--- config.mk ---
export PLATFORM = sky130hd
export DESIGN_NAME = fifo_vec_reader_flat
export DESIGN_NICKNAME = d
export VERILOG_FILES = /design/src/rtl/fifo_vec_reader_if.sv /design/src/rtl/fifo_vec_reader.sv /design/src/flat_wrapper.sv
export SDC_FILE = /design/constraint.sdc
export NUM_CORES = 1
export LEC_CHECK = 0
export BUFFER_PORTS_ARGS = -buffer_cell sky130_fd_sc_hd__buf_2
export CORE_MARGIN = 5
export CORE_UTILIZATION = 47
export CTS_CLUSTER_SIZE = 25
export DETAILED_ROUTE_END_ITERATION = 6
export PLACE_DENSITY_LB_ADDON = 0.1
export SLEW_MARGIN = 30
export SYNTH_ARGS = -nofsm -noshare
export SYNTH_HDL_FRONTEND = slang
export SYNTH_SLANG_ARGS = --single-unit
--- constraint.sdc ---
create_clock -name clk -period 2.19 [get_ports clk]
set_clock_uncertainty 0.05 [all_clocks]
set_input_delay 0.1095 -clock clk [delete_from_list [all_inputs] [get_ports clk]]
set_output_delay 0.1095 -clock clk [all_outputs]
set_load 0.05 [all_outputs]
--- src/rtl/fifo_vec_reader_if.sv ---
// Signal bundle for fifo_vec_reader: command/status, FIFO read port and packed-vector stream.
// The master side is the reader itself; the slave side is whatever drives it.
interface fifo_vec_reader_if #(
  parameter int LANES     = 4,
  parameter int NBITS     = 16,
  parameter int CNT_WIDTH = 8
);
  logic                   start;
  logic [CNT_WIDTH-1:0]   num_vec;
  logic                   busy;
  logic                   done;
  logic                   fifo_empty;
  logic [NBITS-1:0]       fifo_q;
  logic                   fifo_ren;
  logic [LANES*NBITS-1:0] out_vec;
  logic                   out_valid;
  logic                   out_ready;

  modport master (
    input  start, num_vec, fifo_empty, fifo_q, out_ready,
    output busy, done, fifo_ren, out_vec, out_valid
  );

  modport slave (
    output start, num_vec, fifo_empty, fifo_q, out_ready,
    input  busy, done, fifo_ren, out_vec, out_valid
  );
endinterface

--- src/rtl/fifo_vec_reader.sv ---
// Pops LANES words from a FIFO, packs them lane 0 first into one vector and hands it
// downstream on valid/ready, repeating num_vec times per start command.
//
// state | meaning
// IDLE  | waiting for start; busy=0
// FILL  | popping words into lanes of out_vec, stalls while the FIFO is empty
// HOLD  | full vector presented with out_valid=1 until out_ready
module fifo_vec_reader #(
  parameter int LANES     = 4,
  parameter int NBITS     = 16,
  parameter int CNT_WIDTH = 8
) (
  input logic             clk,
  input logic             rst,
  fifo_vec_reader_if.master bus
);
  localparam int LW = (LANES > 1) ? $clog2(LANES) : 1;
  localparam logic [LW-1:0] LAST_LANE = LW'(LANES - 1);

  typedef enum logic [1:0] {
    IDLE = 2'd0,
    FILL = 2'd1,
    HOLD = 2'd2
  } state_t;

  state_t                 state, state_nxt;
  logic [LW-1:0]          lane_cnt, lane_cnt_nxt;
  logic [CNT_WIDTH-1:0]   vec_cnt, vec_cnt_nxt;
  logic [CNT_WIDTH-1:0]   num_lat, num_lat_nxt;
  logic [LANES*NBITS-1:0] vec, vec_nxt;
  logic                   valid, valid_nxt;
  logic                   done_r, done_nxt;
  logic                   pop;

  assign pop = (state == FILL) && !bus.fifo_empty;

  always_ff @(posedge clk) begin
    if (rst) begin
      state    <= IDLE;
      lane_cnt <= '0;
      vec_cnt  <= '0;
      num_lat  <= '0;
      vec      <= '0;
      valid    <= 1'b0;
      done_r   <= 1'b0;
    end else begin
      state    <= state_nxt;
      lane_cnt <= lane_cnt_nxt;
      vec_cnt  <= vec_cnt_nxt;
      num_lat  <= num_lat_nxt;
      vec      <= vec_nxt;
      valid    <= valid_nxt;
      done_r   <= done_nxt;
    end
  end

  always_comb begin
    state_nxt    = state;
    lane_cnt_nxt = lane_cnt;
    vec_cnt_nxt  = vec_cnt;
    num_lat_nxt  = num_lat;
    vec_nxt      = vec;
    valid_nxt    = valid;
    done_nxt     = 1'b0;

    case (state)
      IDLE: begin
        if (bus.start) begin
          if (bus.num_vec != '0) begin
            num_lat_nxt  = bus.num_vec;
            lane_cnt_nxt = '0;
            vec_cnt_nxt  = '0;
            state_nxt    = FILL;
          end else begin
            done_nxt = 1'b1;
          end
        end
      end

      FILL: begin
        if (pop) begin
          vec_nxt[int'(lane_cnt)*NBITS +: NBITS] = bus.fifo_q;
          // Explicit wrap so a non-power-of-2 LANES never walks past the last lane.
          if (lane_cnt == LAST_LANE) begin
            lane_cnt_nxt = '0;
            valid_nxt    = 1'b1;
            state_nxt    = HOLD;
          end else begin
            lane_cnt_nxt = lane_cnt + LW'(1);
          end
        end
      end

      HOLD: begin
        if (valid && bus.out_ready) begin
          valid_nxt = 1'b0;
          if (vec_cnt == num_lat - CNT_WIDTH'(1)) begin
            done_nxt  = 1'b1;
            state_nxt = IDLE;
          end else begin
            vec_cnt_nxt = vec_cnt + CNT_WIDTH'(1);
            state_nxt   = FILL;
          end
        end
      end

      default: begin
        state_nxt = IDLE;
        valid_nxt = 1'b0;
      end
    endcase
  end

  assign bus.fifo_ren  = pop;
  assign bus.out_vec   = vec;
  assign bus.out_valid = valid;
  assign bus.busy      = (state != IDLE);
  assign bus.done      = done_r;
endmodule

--- src/flat_wrapper.sv ---
// flat-port wrapper written by rule: the top's interface ports become plain ports
module fifo_vec_reader_flat 
#(
  parameter int LANES     = 4,
  parameter int NBITS     = 16,
  parameter int CNT_WIDTH = 8
)
  (clk, rst, bus_start, bus_num_vec, bus_fifo_empty, bus_fifo_q, bus_out_ready, bus_busy, bus_done, bus_fifo_ren, bus_out_vec, bus_out_valid);
  fifo_vec_reader_if #(.LANES(LANES), .NBITS(NBITS), .CNT_WIDTH(CNT_WIDTH)) bus_i ();
  input logic clk;
  input logic rst;
  input wire logic [$bits(bus_i.start)-1:0] bus_start;
  input wire logic [$bits(bus_i.num_vec)-1:0] bus_num_vec;
  input wire logic [$bits(bus_i.fifo_empty)-1:0] bus_fifo_empty;
  input wire logic [$bits(bus_i.fifo_q)-1:0] bus_fifo_q;
  input wire logic [$bits(bus_i.out_ready)-1:0] bus_out_ready;
  output wire logic [$bits(bus_i.busy)-1:0] bus_busy;
  output wire logic [$bits(bus_i.done)-1:0] bus_done;
  output wire logic [$bits(bus_i.fifo_ren)-1:0] bus_fifo_ren;
  output wire logic [$bits(bus_i.out_vec)-1:0] bus_out_vec;
  output wire logic [$bits(bus_i.out_valid)-1:0] bus_out_valid;
  assign bus_i.start = bus_start;
  assign bus_i.num_vec = bus_num_vec;
  assign bus_i.fifo_empty = bus_fifo_empty;
  assign bus_i.fifo_q = bus_fifo_q;
  assign bus_i.out_ready = bus_out_ready;
  assign bus_busy = bus_i.busy;
  assign bus_done = bus_i.done;
  assign bus_fifo_ren = bus_i.fifo_ren;
  assign bus_out_vec = bus_i.out_vec;
  assign bus_out_valid = bus_i.out_valid;
  fifo_vec_reader #(.LANES(LANES), .NBITS(NBITS), .CNT_WIDTH(CNT_WIDTH)) u_core (.clk(clk), .rst(rst), .bus(bus_i));
endmodule
==> metrics.md, run 1 <==
| Metric | Value |
|---|---|
| Critical-path maximum fanout | `7` |
| Yosys top cell area share | `0.460` |
| Critical register-to-register path endpoint | `u_core.vec_cnt[2]$_SDFFE_PP0P_` |
| Die ar. | `~10000 um2` |
| Number of H-tree levels | `3` |
| CP endpoint kind | `flop` |
| Global-route usage over all layers | `0.213` |
| Ys Warns | `0` |
| Layout Area Growth over Synthesis | `29.8%` |
| Clock root buffer master | `clkbuf_8` |
| Max Cap Viol | `0` |
| DIE WIDTH | `between 90 and 100 um` |
| First-pass GRT wire length | `~17000 um` |
| Crit path max-delay family | `simple AND/OR/NAND/NOR gates` |
| Vias in the first global route | `3511` |
| Final Cycle Share | `0.972` |
| Clk buf depth | `2` |
| Post-Syn Instances | `~460` |
| FF+latch count, synth | `86` |
| Slowest CP cell | `dlygate4sd3_1` |
| Yosys cell types | `48` |
| Maximum VDD drop | `around 480 uV` |
| Synth area leader | `dfxtp_1` |
| Vias per inst | `roughly 5.4` |
| CTS tree | `yes` |
| Wire per inst | `~15 um` |
| PortBufs | `96` |
| Drt first-iter violations | `~150` |
| Grt ovf | `0` |
| Reg2Reg Depth | `9` |
| Dpl cells | `between 600 and 700` |
| Hold Fails Final Rpt | `0` |
| Rows | `32` |
| Crit-path cells | `dlygate4sd3_1, buf_2, or4_4, or2_4, nand2_4, nand2b_4, or4b_1, nand2_1` |
| Cell depth of the worst hold path | `3` |
| Vias | `~3700` |
| Die Y | `around 100 um` |
| Io pins | `97` |
| Hold WC Path Type | `primary input to flop` |
| Leak Pwr | `around 2.0 nW` |
| Worst Setup EP | `u_core.vec_cnt[0]$_SDFFE_PP0P_` |
| Starting density of the core | `0.484` |
| Share of layout cells above drive strength 1 | `0.267` |
| Seq/Total Area, Yosys | `0.460` |
| Max frequency | `between 0.4 and 0.5 GHz` |
| Gp weighted congestion | `approximately 0.88` |
| Largest stage delay, worst path | `540 ps` |
| RR Startpoint | `u_core.num_lat[1]$_SDFFE_PP0P_` |
| Worst Max-Slew Pin Slew | `560 ps` |
| Syn nets | `~500` |
| Num CTS Buffers | `9` |
| Ant diodes | `0` |
| Non-Filler Instances | `about 690` |
| CTS clock-pin slew for the worst setup and hold paths | `100 ps` |
| Worst setup SP type | `primary input` |
| R2r setup slk | `approximately 100 ps` |
| Final ANT Viol Nets | `0` |
| RSZ-0062 raised after global routing | `no` |
| Setup TNS | `0 ps` |
| # setup viols final | `0` |
| Largest net degree at the start of global routing | `between 50 and 60` |
| Syn avg cell area | `between 8 and 9 um2` |
| Initial antenna violation count | `0` |
| 1st-pass router iterations | `4` |
| Max_slew headroom | `0.627` |
| Power consumption | `0.00305 W` |
| Slew Viols, Final | `0` |
| Post-synthesis cell area | `roughly 3700 um2` |
| Power per cell area | `about 630 nW/um2` |
| Residual DRC | `0` |
| HPWL Detailed | `~7400 um` |
| Status | `finished clean` |
| Core area | `just under 8000 um2` |
| CP bufs+invs | `2` |
| Type of the worst setup path | `primary input to flop` |
| Synth area leaders | `dfxtp_1, a21oi_1, nand3_1, nand2_1, ha_1` |
| Worst path depth | `8` |
| Fin crit period | `2130 ps` |
| Total Wirelength | `between 10000 and 15000 um` |
| Worst-skew pair later-pin latency | `approximately 350 ps` |
| Worst EP required | `2440 ps` |
| Nets | `~620` |
| Worst Setup SP | `bus_num_vec[3]` |
| WP data arrival | `roughly 2400 ps` |
| CTS sink cnt | `between 80 and 90` |
Yosys cell counts, drive strengths merged:
master   n
o21ba    1
a22oi    2
a211oi   2
a221oi   1
a2111o   1
nor2b    3
o211ai   1
and3     2
nand2b   7
a32oi    2
xor2     6
and4     1
or2      2
o21ai    8
or3      6
and2     4
a31oi    1
nor4     1
nand4b   1
or4b     3
o311ai   2
ha       8
nand3b   3
or4      5
nor3     6
a41oi    2
dfxtp   86
o31ai    1
nor3b    3
buf      8
nor2    10
inv      5
clkbuf  26
o21bai   1
nand3   67
xnor2    3
a21oi   84
nand2   89
cell usage in the layout (no fill, tap or decap), drive strengths merged, types with 3 or more instances in the layout:
cell type	synthesis	layout
nor2b	3	3
o21ai	8	8
xnor2	3	3
nand3b	3	3
nand2	89	89
dlygate4sd3	0	22
dfxtp	86	86
nor3	6	6
nand3	67	67
inv	5	8
nor2	10	10
ha	8	8
nor3b	3	3
nand2b	7	7
and2	4	4
clkbuf	26	9
or4	5	5
or3	6	6
buf	8	121
a21oi	84	84
xor2	6	6
or4b	3	3
kinds of logic (layout without fill, tap and decap cells):
kind of cell,Yosys count,count (layout),synth area share
adder cells (fa/ha/maj),8,8,0.0267
buffers and inverters,39,164,0.0438
AO/OA/AOI/OAI,109,109,0.164
flip-flops,86,86,0.460
XOR/XNOR,9,9,0.0211
AND/OR/NAND/NOR,213,213,0.284
tightest hold or removal path: cells and delay by family:
kind / cells / cell delay [ps]
AND/OR/NAND/NOR: 1 / 70
AO/OA/AOI/OAI: 1 / 60
buffers and inverters: 1 / 130
per-layer routing:
| layer | GRT usage | wire, um | vias up |
|---|---|---|---|
| met2 | 0.340 | 4950 | 113 |
| met3 | 0.0456 | 720 | 6 |
| met5 | 0 | 0 | - |
| met4 | 0.0609 | 64 | 0 |
| met1 | 0.291 | 4840 | 1753 |
| li1 | - | - | 1861 |
cell type report:
type                       instances  area (um2)
sequential                        86        1730
timing repair buffer             143         892
tap                              102         128
inverter                           5        18.8
multi-input combinational        339        1910
clock buffer                       9         124
fill                             686        2870
clock inverter                     7        57.6
how the worst min path moves through the flow:
stage | startpoint | to | slack [ps]
2_1_floorplan | bus_num_vec[7] | u_core.num_lat[7]$_SDFFE_PP0P_ | 200
3_3_place_gp | bus_num_vec[7] | u_core.num_lat[7]$_SDFFE_PP0P_ | 310
3_5_place_dp | bus_num_vec[2] | u_core.num_lat[2]$_SDFFE_PP0P_ | 320
4_1_cts | bus_fifo_q[12] | u_core.bus.out_vec[60]$_SDFFE_PP0P_ | 2
5_1_grt | bus_fifo_q[1] | u_core.bus.out_vec[17]$_SDFFE_PP0P_ | 3
6_report | bus_fifo_q[12] | u_core.bus.out_vec[60]$_SDFFE_PP0P_ | 7
sequential cells by signal, indices dropped and copies added (netlist names):
signal,flops
u_core.bus.out_valid,1
u_core.bus.out_vec,64
u_core.bus.done,1
u_core.num_lat,8
u_core.state,2
u_core.lane_cnt,2
u_core.vec_cnt,8
through the flow:
step / hold WS, ps / utilization / worst slack, ps / cell area, um2
after floorplan: 195 / - / 14.5 / 3760
after global placement: 312 / 0.570 / 76.3 / 4400
after detailed placement: 316 / 0.570 / 9.10 / 4400
after CTS: 1.88 / 0.622 / 8.08 / 4800
after global routing: 2.81 / 0.629 / 11.9 / 4860
final: 6.77 / 0.629 / 60.8 / 4860
power by group:
part	leakage (nW)	switching (W)	internal, W	total (W)
Combinational	1.17	0.000243	0.000156	0.000399
Clock	0.0881	0.000609	0.000428	0.00104
Sequential	0.696	0.0000249	0.00159	0.00161
what timing repair did:
action,CTS,global route
hold endpoints to repair,39,1
buffers inserted,0,2
endpoints found under the setup margin,1,8
pin swaps,0,4
resized for setup,1,7
hold buffers,21,1
No activity file was read; power rests on OpenSTA's default activity.
==> run 2, diff against run 1 <==
Clock period 2.19 ns to 1.75 ns, I/O delays scaled along.
==> metrics.md, run 2 (synthesis results as in run 1) <==
| Metric | Value |
|---|---|
| Status | `finished with violations` |
| Violated checks | `negative setup slack` |
| Clock root buffer master | `clkbuf_8` |
| Core area | `7730 um2 (unchanged)` |
| Vias in the first global route | `3691 (+5.1%)` |
| Die ar. | `9850 um2 (unchanged)` |
| # setup viols final | `10 (+10)` |
| Rows | `32 (unchanged)` |
| DIE WIDTH | `99.2 um (unchanged)` |
| Ant diodes | `0 (unchanged)` |
| Wire per inst | `15.5 um (+1.6%)` |
| HPWL Detailed | `7820 um (+6.0%)` |
| First-pass GRT wire length | `18000 um (+3.3%)` |
| CTS clock-pin slew for the worst setup and hold paths | `80 ps (-20 ps)` |
| Slew Viols, Final | `0 (unchanged)` |
| Drt first-iter violations | `231 (+59%)` |
| Die Y | `99.2 um (unchanged)` |
| Grt ovf | `0 (unchanged)` |
| Num CTS Buffers | `9 (unchanged)` |
| Nets | `650 (+4.7%)` |
| Gp weighted congestion | `0.864 (-1.5%)` |
| Worst setup SP type | `flop` |
| Leak Pwr | `2.21 nW (+13%)` |
| Crit path max-delay family | `simple AND/OR/NAND/NOR gates` |
| Number of H-tree levels | `3 (unchanged)` |
| CP bufs+invs | `2 (unchanged)` |
| R2r setup slk | `-270 ps (-370 ps)` |
| WP data arrival | `2260 ps (-110 ps)` |
| Final worst slack | `-275 ps (-336 ps)` |
| Type of the worst setup path | `flop to flop` |
| Critical-path maximum fanout | `4 (-3)` |
| # fillers | `629 (-8.3%)` |
| Total Wirelength | `11200 um (+5.8%)` |
| Hold WC Path Type | `primary input to flop` |
| Io pins | `97 (unchanged)` |
| CTS sink cnt | `86 (unchanged)` |
| Max frequency | `0.494 GHz` |
| FF+latch area | `1730 um2 (+0.44%)` |
| Fin util | `0.685 (+0.0563)` |
| Worst EP required | `1990 ps (-450 ps)` |
| RSZ-0062 raised after global routing | `yes` |
| Largest register FFs | `64 (unchanged)` |
| Vias per inst | `5.41 (about the same)` |
| Starting density of the core | `0.484 (unchanged)` |
| Power per cell area | `787 nW/um2 (+25%)` |
| DP Area | `4680 um2 (+6.2%)` |
| Crit-path cells | `nor4_4, buf_4, and4_1, a41oi_2, a211oi_2, buf_4, or4_4, a21oi_2` |
| DP Worst Slack | `-369 ps (-378 ps)` |
| Max Cap Viol | `0 (unchanged)` |
| Most common cell after layout, fill and taps aside | `buf_2` |
| Multi-input gate area | `2050 um2 (+6.9%)` |
| Vias | `3893 (+4.3%)` |
| 1st-pass router iterations | `5 (+1)` |
| CP most frequent cell | `buf_4` |
| Final ANT Viol Nets | `0 (unchanged)` |
| Hold Fails Final Rpt | `0 (unchanged)` |
| Largest net degree at the start of global routing | `35 (-36%)` |
| Residual DRC | `0 (unchanged)` |
| Final Cycle Share | `1.16` |
| Share of layout cells above drive strength 1 | `0.350 (+0.0830)` |
| Fin crit period | `2020 ps` |
| Fin area | `5300 um2 (+9.0%)` |
| CP endpoint kind | `flop` |
| Worst-skew pair later-pin latency | `350 ps (about the same)` |
| Worst Max-Slew Pin Slew | `374 ps (-186 ps)` |
| Layout Area Growth over Synthesis | `41.4%` |
| Clk buf depth | `2 (unchanged)` |
| Maximum VDD drop | `477 uV (-0.31%)` |
| Most frequent cells in the layout | `buf_2, nand2_1, dfxtp_1` |
| Initial antenna violation count | `0 (unchanged)` |
| CTS tree | `yes` |
| Max_slew headroom | `0.750 (+0.124)` |
| Slowest CP cell | `or4_4` |
| Global-route usage over all layers | `0.222 (+0.00866)` |
| Largest stage delay, worst path | `510 ps (-30 ps)` |
| PortBufs | `96 (unchanged)` |
## run 2: changes by cell type in the layout (fill, tap and decap cells not counted), sizes merged
cell / change
buf: +30
bufinv: +2
clkbuf: +1
clkinv: -1
dlygate4sd3: -1
inv: -2
## run 2: worst min-delay path, stage by stage
cell and delay, ps:
buf_2 80, buf_4 90, a22oi_1 70, nor2_1 80
## run 2: final timing paths
check	from	end	depth (start not counted)
setup / recovery	u_core.num_lat[4]$_SDFFE_PP0P_	u_core.vec_cnt[2]$_SDFFE_PP0P_	8
setup reg to reg	u_core.num_lat[4]$_SDFFE_PP0P_	u_core.vec_cnt[2]$_SDFFE_PP0P_	8
hold / removal	bus_num_vec[1]	u_core.num_lat[1]$_SDFFE_PP0P_	4
hold reg to reg	u_core.bus.out_vec[40]$_SDFFE_PP0P_	u_core.bus.out_vec[40]$_SDFFE_PP0P_	2
## run 2: power by group
group / total [W] / internal (W) / switching, W
registers: 0.00201 / 0.00199 / 0.0000263
logic: 0.000595 / 0.000254 / 0.000340
clock network: 0.00156 / 0.000817 / 0.000743
## run 2: through the flow
step / total power (W) / cells / setup TNS, ps / hold slack, ps
2_1_floorplan: 0.00238 / 464 / -3960 / 173
3_3_place_gp: 0.00256 / 677 / -1460 / 297
3_5_place_dp: 0.00257 / 677 / -2010 / 299
4_1_cts: 0.00417 / 717 / -2040 / 24.7
5_1_grt: 0.00433 / 720 / -3050 / 54.3
6_report: 0.00417 / 720 / -1820 / 38.0
## run 2: cell type report
| class | instances | share of cell area |
|---|---|---|
| tap | 102 | 0.0241 |
| clock buffer | 10 | 0.0241 |
| inverter | 5 | 0.00354 |
| timing repair buffer | 172 | 0.216 |
| multi-input combinational | 339 | 0.387 |
| sequential | 86 | 0.327 |
| clock inverter | 6 | 0.0180 |
## run 2: timing repair
action,4_1_cts,5_1_grt
buffers inserted,3,1
cloned,0,2
endpoints found under the setup margin,41,54
hold buffers,21,0
hold endpoints to repair,69,0
pin swaps,8,12
resized for setup,9,36
## run 2: metal layers
metal	vias to the layer above	track usage	wire length [um]
met2	121	0.362	5440
met1	1846	0.291	4870
li1	1913	-	-
met4	0	0.0588	119
met3	13	0.0596	765
met5	-	0	0
==> run 3, diff against run 2 <==
Settings changed: GPL_TIMING_DRIVEN set to 1, MAX_ROUTING_LAYER set to met4.
==> metrics.md, run 3 (synthesis results as in run 1) <==
| Metric | Value |
|---|---|
| Most frequent cells in the layout | `buf_2, nand2_1, dfxtp_1` |
| # setup viols final | `10 (unchanged)` |
| Share of layout cells above drive strength 1 | `0.350 (unchanged)` |
| Layout Area Growth over Synthesis | `41.4% (unchanged)` |
| PortBufs | `96 (unchanged)` |
| Rows | `32 (unchanged)` |
| Worst EP required | `1990 ps (about the same)` |
| Global-route usage over all layers | `0.229 (+0.00670)` |
| Residual DRC | `0 (unchanged)` |
| Critical-path maximum fanout | `7 (+3)` |
| Vias | `3886 (-0.18%)` |
| DP Worst Slack | `-369 ps (unchanged)` |
| Combinational fraction of design power | `0.142 (about the same)` |
| Final worst slack | `-274 ps (+0.610 ps)` |
| Worst Max-Slew Pin Slew | `379 ps (+4.37 ps)` |
| Total Wirelength | `11200 um (+0.21%)` |
| Die ar. | `9850 um2 (unchanged)` |
| CTS tree | `yes` |
| CP endpoint kind | `flop` |
| Gp weighted congestion | `0.878 (+1.6%)` |
| Max_slew headroom | `0.748 (-0.00291)` |
| Nets | `650 (unchanged)` |
| Initial antenna violation count | `0 (unchanged)` |
| 1st-pass router iterations | `5 (unchanged)` |
| CTS sink cnt | `86 (unchanged)` |
| Core area | `7730 um2 (unchanged)` |
| RSZ-0062 raised after global routing | `yes` |
| Slowest CP cell | `or4_4` |
| Most common cell after layout, fill and taps aside | `buf_2` |
| Vias in the first global route | `3688 (-0.081%)` |
| Sequential share of power | `0.482 (about the same)` |
| Slew Viols, Final | `0 (unchanged)` |
| Vias per inst | `5.40 (-0.18%)` |
| Type of the worst setup path | `flop to flop` |
| Clk buf depth | `2 (unchanged)` |
| Power per cell area | `789 nW/um2 (+0.17%)` |
| Largest register FFs | `64 (unchanged)` |
| Starting density of the core | `0.484 (unchanged)` |
| Fin crit period | `2020 ps (-0.610 ps)` |
| # fillers | `629 (unchanged)` |
| Multi-input gate area | `2050 um2 (unchanged)` |
| Power consumption | `0.00418 W (+0.17%)` |
| CTS clock-pin slew for the worst setup and hold paths | `80 ps (about the same)` |
| Wire per inst | `15.6 um (+0.21%)` |
| Number of H-tree levels | `3 (unchanged)` |
| Die Y | `99.2 um (unchanged)` |
| Worst setup SP type | `flop` |
| FF+latch area | `1730 um2 (unchanged)` |
| P_int | `0.00306 W (about the same)` |
| Io pins | `97 (unchanged)` |
| Fin util | `0.685 (unchanged)` |
| Max Cap Viol | `0 (unchanged)` |
| Drt first-iter violations | `227 (-1.7%)` |
| First-pass GRT wire length | `18000 um (+0.12%)` |
| Largest net degree at the start of global routing | `35 (unchanged)` |
| Crit-path cells | `inv_2, ha_4, xnor2_1, and4_1, a41oi_2, a211oi_2, buf_4, or4_4, a21oi_2` |
| DIE WIDTH | `99.2 um (unchanged)` |
| Sw Ratio | `0.267 (+0.00120)` |
| Psw | `0.00112 W (+0.62%)` |
| Leak Pwr | `2.21 nW (unchanged)` |
| Final Cycle Share | `1.16 (about the same)` |
| WP data arrival | `2260 ps (about the same)` |
| Hold Fails Final Rpt | `0 (unchanged)` |
| R2r setup slk | `-270 ps (about the same)` |
| Max frequency | `0.494 GHz (about the same)` |
| HPWL Detailed | `7820 um (unchanged)` |
| Clock root buffer master | `clkbuf_8` |
| Final ANT Viol Nets | `0 (unchanged)` |
| Hold WC Path Type | `primary input to flop` |
| Worst-skew pair later-pin latency | `350 ps (about the same)` |
| Grt ovf | `0 (unchanged)` |
| Violated checks | `negative setup slack` |
| Num CTS Buffers | `9 (unchanged)` |
| Clk pwr share | `0.375 (about the same)` |
| Maximum VDD drop | `481 uV (+0.70%)` |
| Largest stage delay, worst path | `510 ps (about the same)` |
| Status | `finished with violations` |
| Ant diodes | `0 (unchanged)` |
run 3: cell counts in the layout (fill, tap and decap cells not counted):
No cell type changed its count.
run 3: per-stage QoR:
step	hold WS [ps]	area [um2]	TNS (ps)	instances
after floorplan	173	3860	-3960	464
final	40.0	5300	-1810	720
after global routing	54.3	5300	-3050	720
after detailed placement	299	4680	-2010	677
after global placement	297	4680	-1460	677
after CTS	24.7	5150	-2040	717
run 3: area by class of cell:
type                            instances  share of cell area
Clock inverter                          6              0.0180
Timing Repair Buffer                  172               0.216
Inverter                                5             0.00354
Sequential cell                        86               0.327
Clock buffer                           10              0.0241
Multi-Input combinational cell        339               0.387
Tap cell                              102              0.0241
run 3: layer usage:
metal	routed length, um	up-vias	GRT usage
met5	0	-	-
li1	-	1911	-
met2	5450	118	0.362
met1	4980	1843	0.294
met3	673	14	0.0547
met4	116	0	0.0588
run 3: final timing paths:
path                                       start                                   to  cells after the start
max reg2reg       u_core.num_lat[0]$_SDFFE_PP0P_       u_core.vec_cnt[2]$_SDFFE_PP0P_                      9
min                               bus_num_vec[1]       u_core.num_lat[1]$_SDFFE_PP0P_                      4
max               u_core.num_lat[0]$_SDFFE_PP0P_       u_core.vec_cnt[2]$_SDFFE_PP0P_                      9
min reg2reg  u_core.bus.out_vec[40]$_SDFFE_PP0P_  u_core.bus.out_vec[40]$_SDFFE_PP0P_                      2
run 3: what timing repair did:
item,4_1_cts,5_1_grt
pin swaps,8,12
hold buffers,21,0
gates cloned,0,2
setup endpoints to repair,41,54
hold endpoints to repair,69,0
gates resized for setup,9,36
setup buffers,3,1
run 3: critical path: cells and delay by family, from the launching register on:
kind,cells,cell delay [ps]
and+or+nand+nor,2,680
AOI/OAI and AO/OA,3,400
DFF,1,340
buffers and inverters,2,190
adders and majority gates,1,180
xor gates and xnor gates,1,130
run 3: power by group through the flow:
stage | Clock [W] | Sequential [W] | Combinational [W]
after floorplan | 0 | 0.00211 | 0.000267
after global placement | 0 | 0.00206 | 0.000500
after detailed placement | 0 | 0.00206 | 0.000510
after CTS | 0.00159 | 0.00201 | 0.000560
after global routing | 0.00167 | 0.00202 | 0.000642
final | 0.00157 | 0.00201 | 0.000595
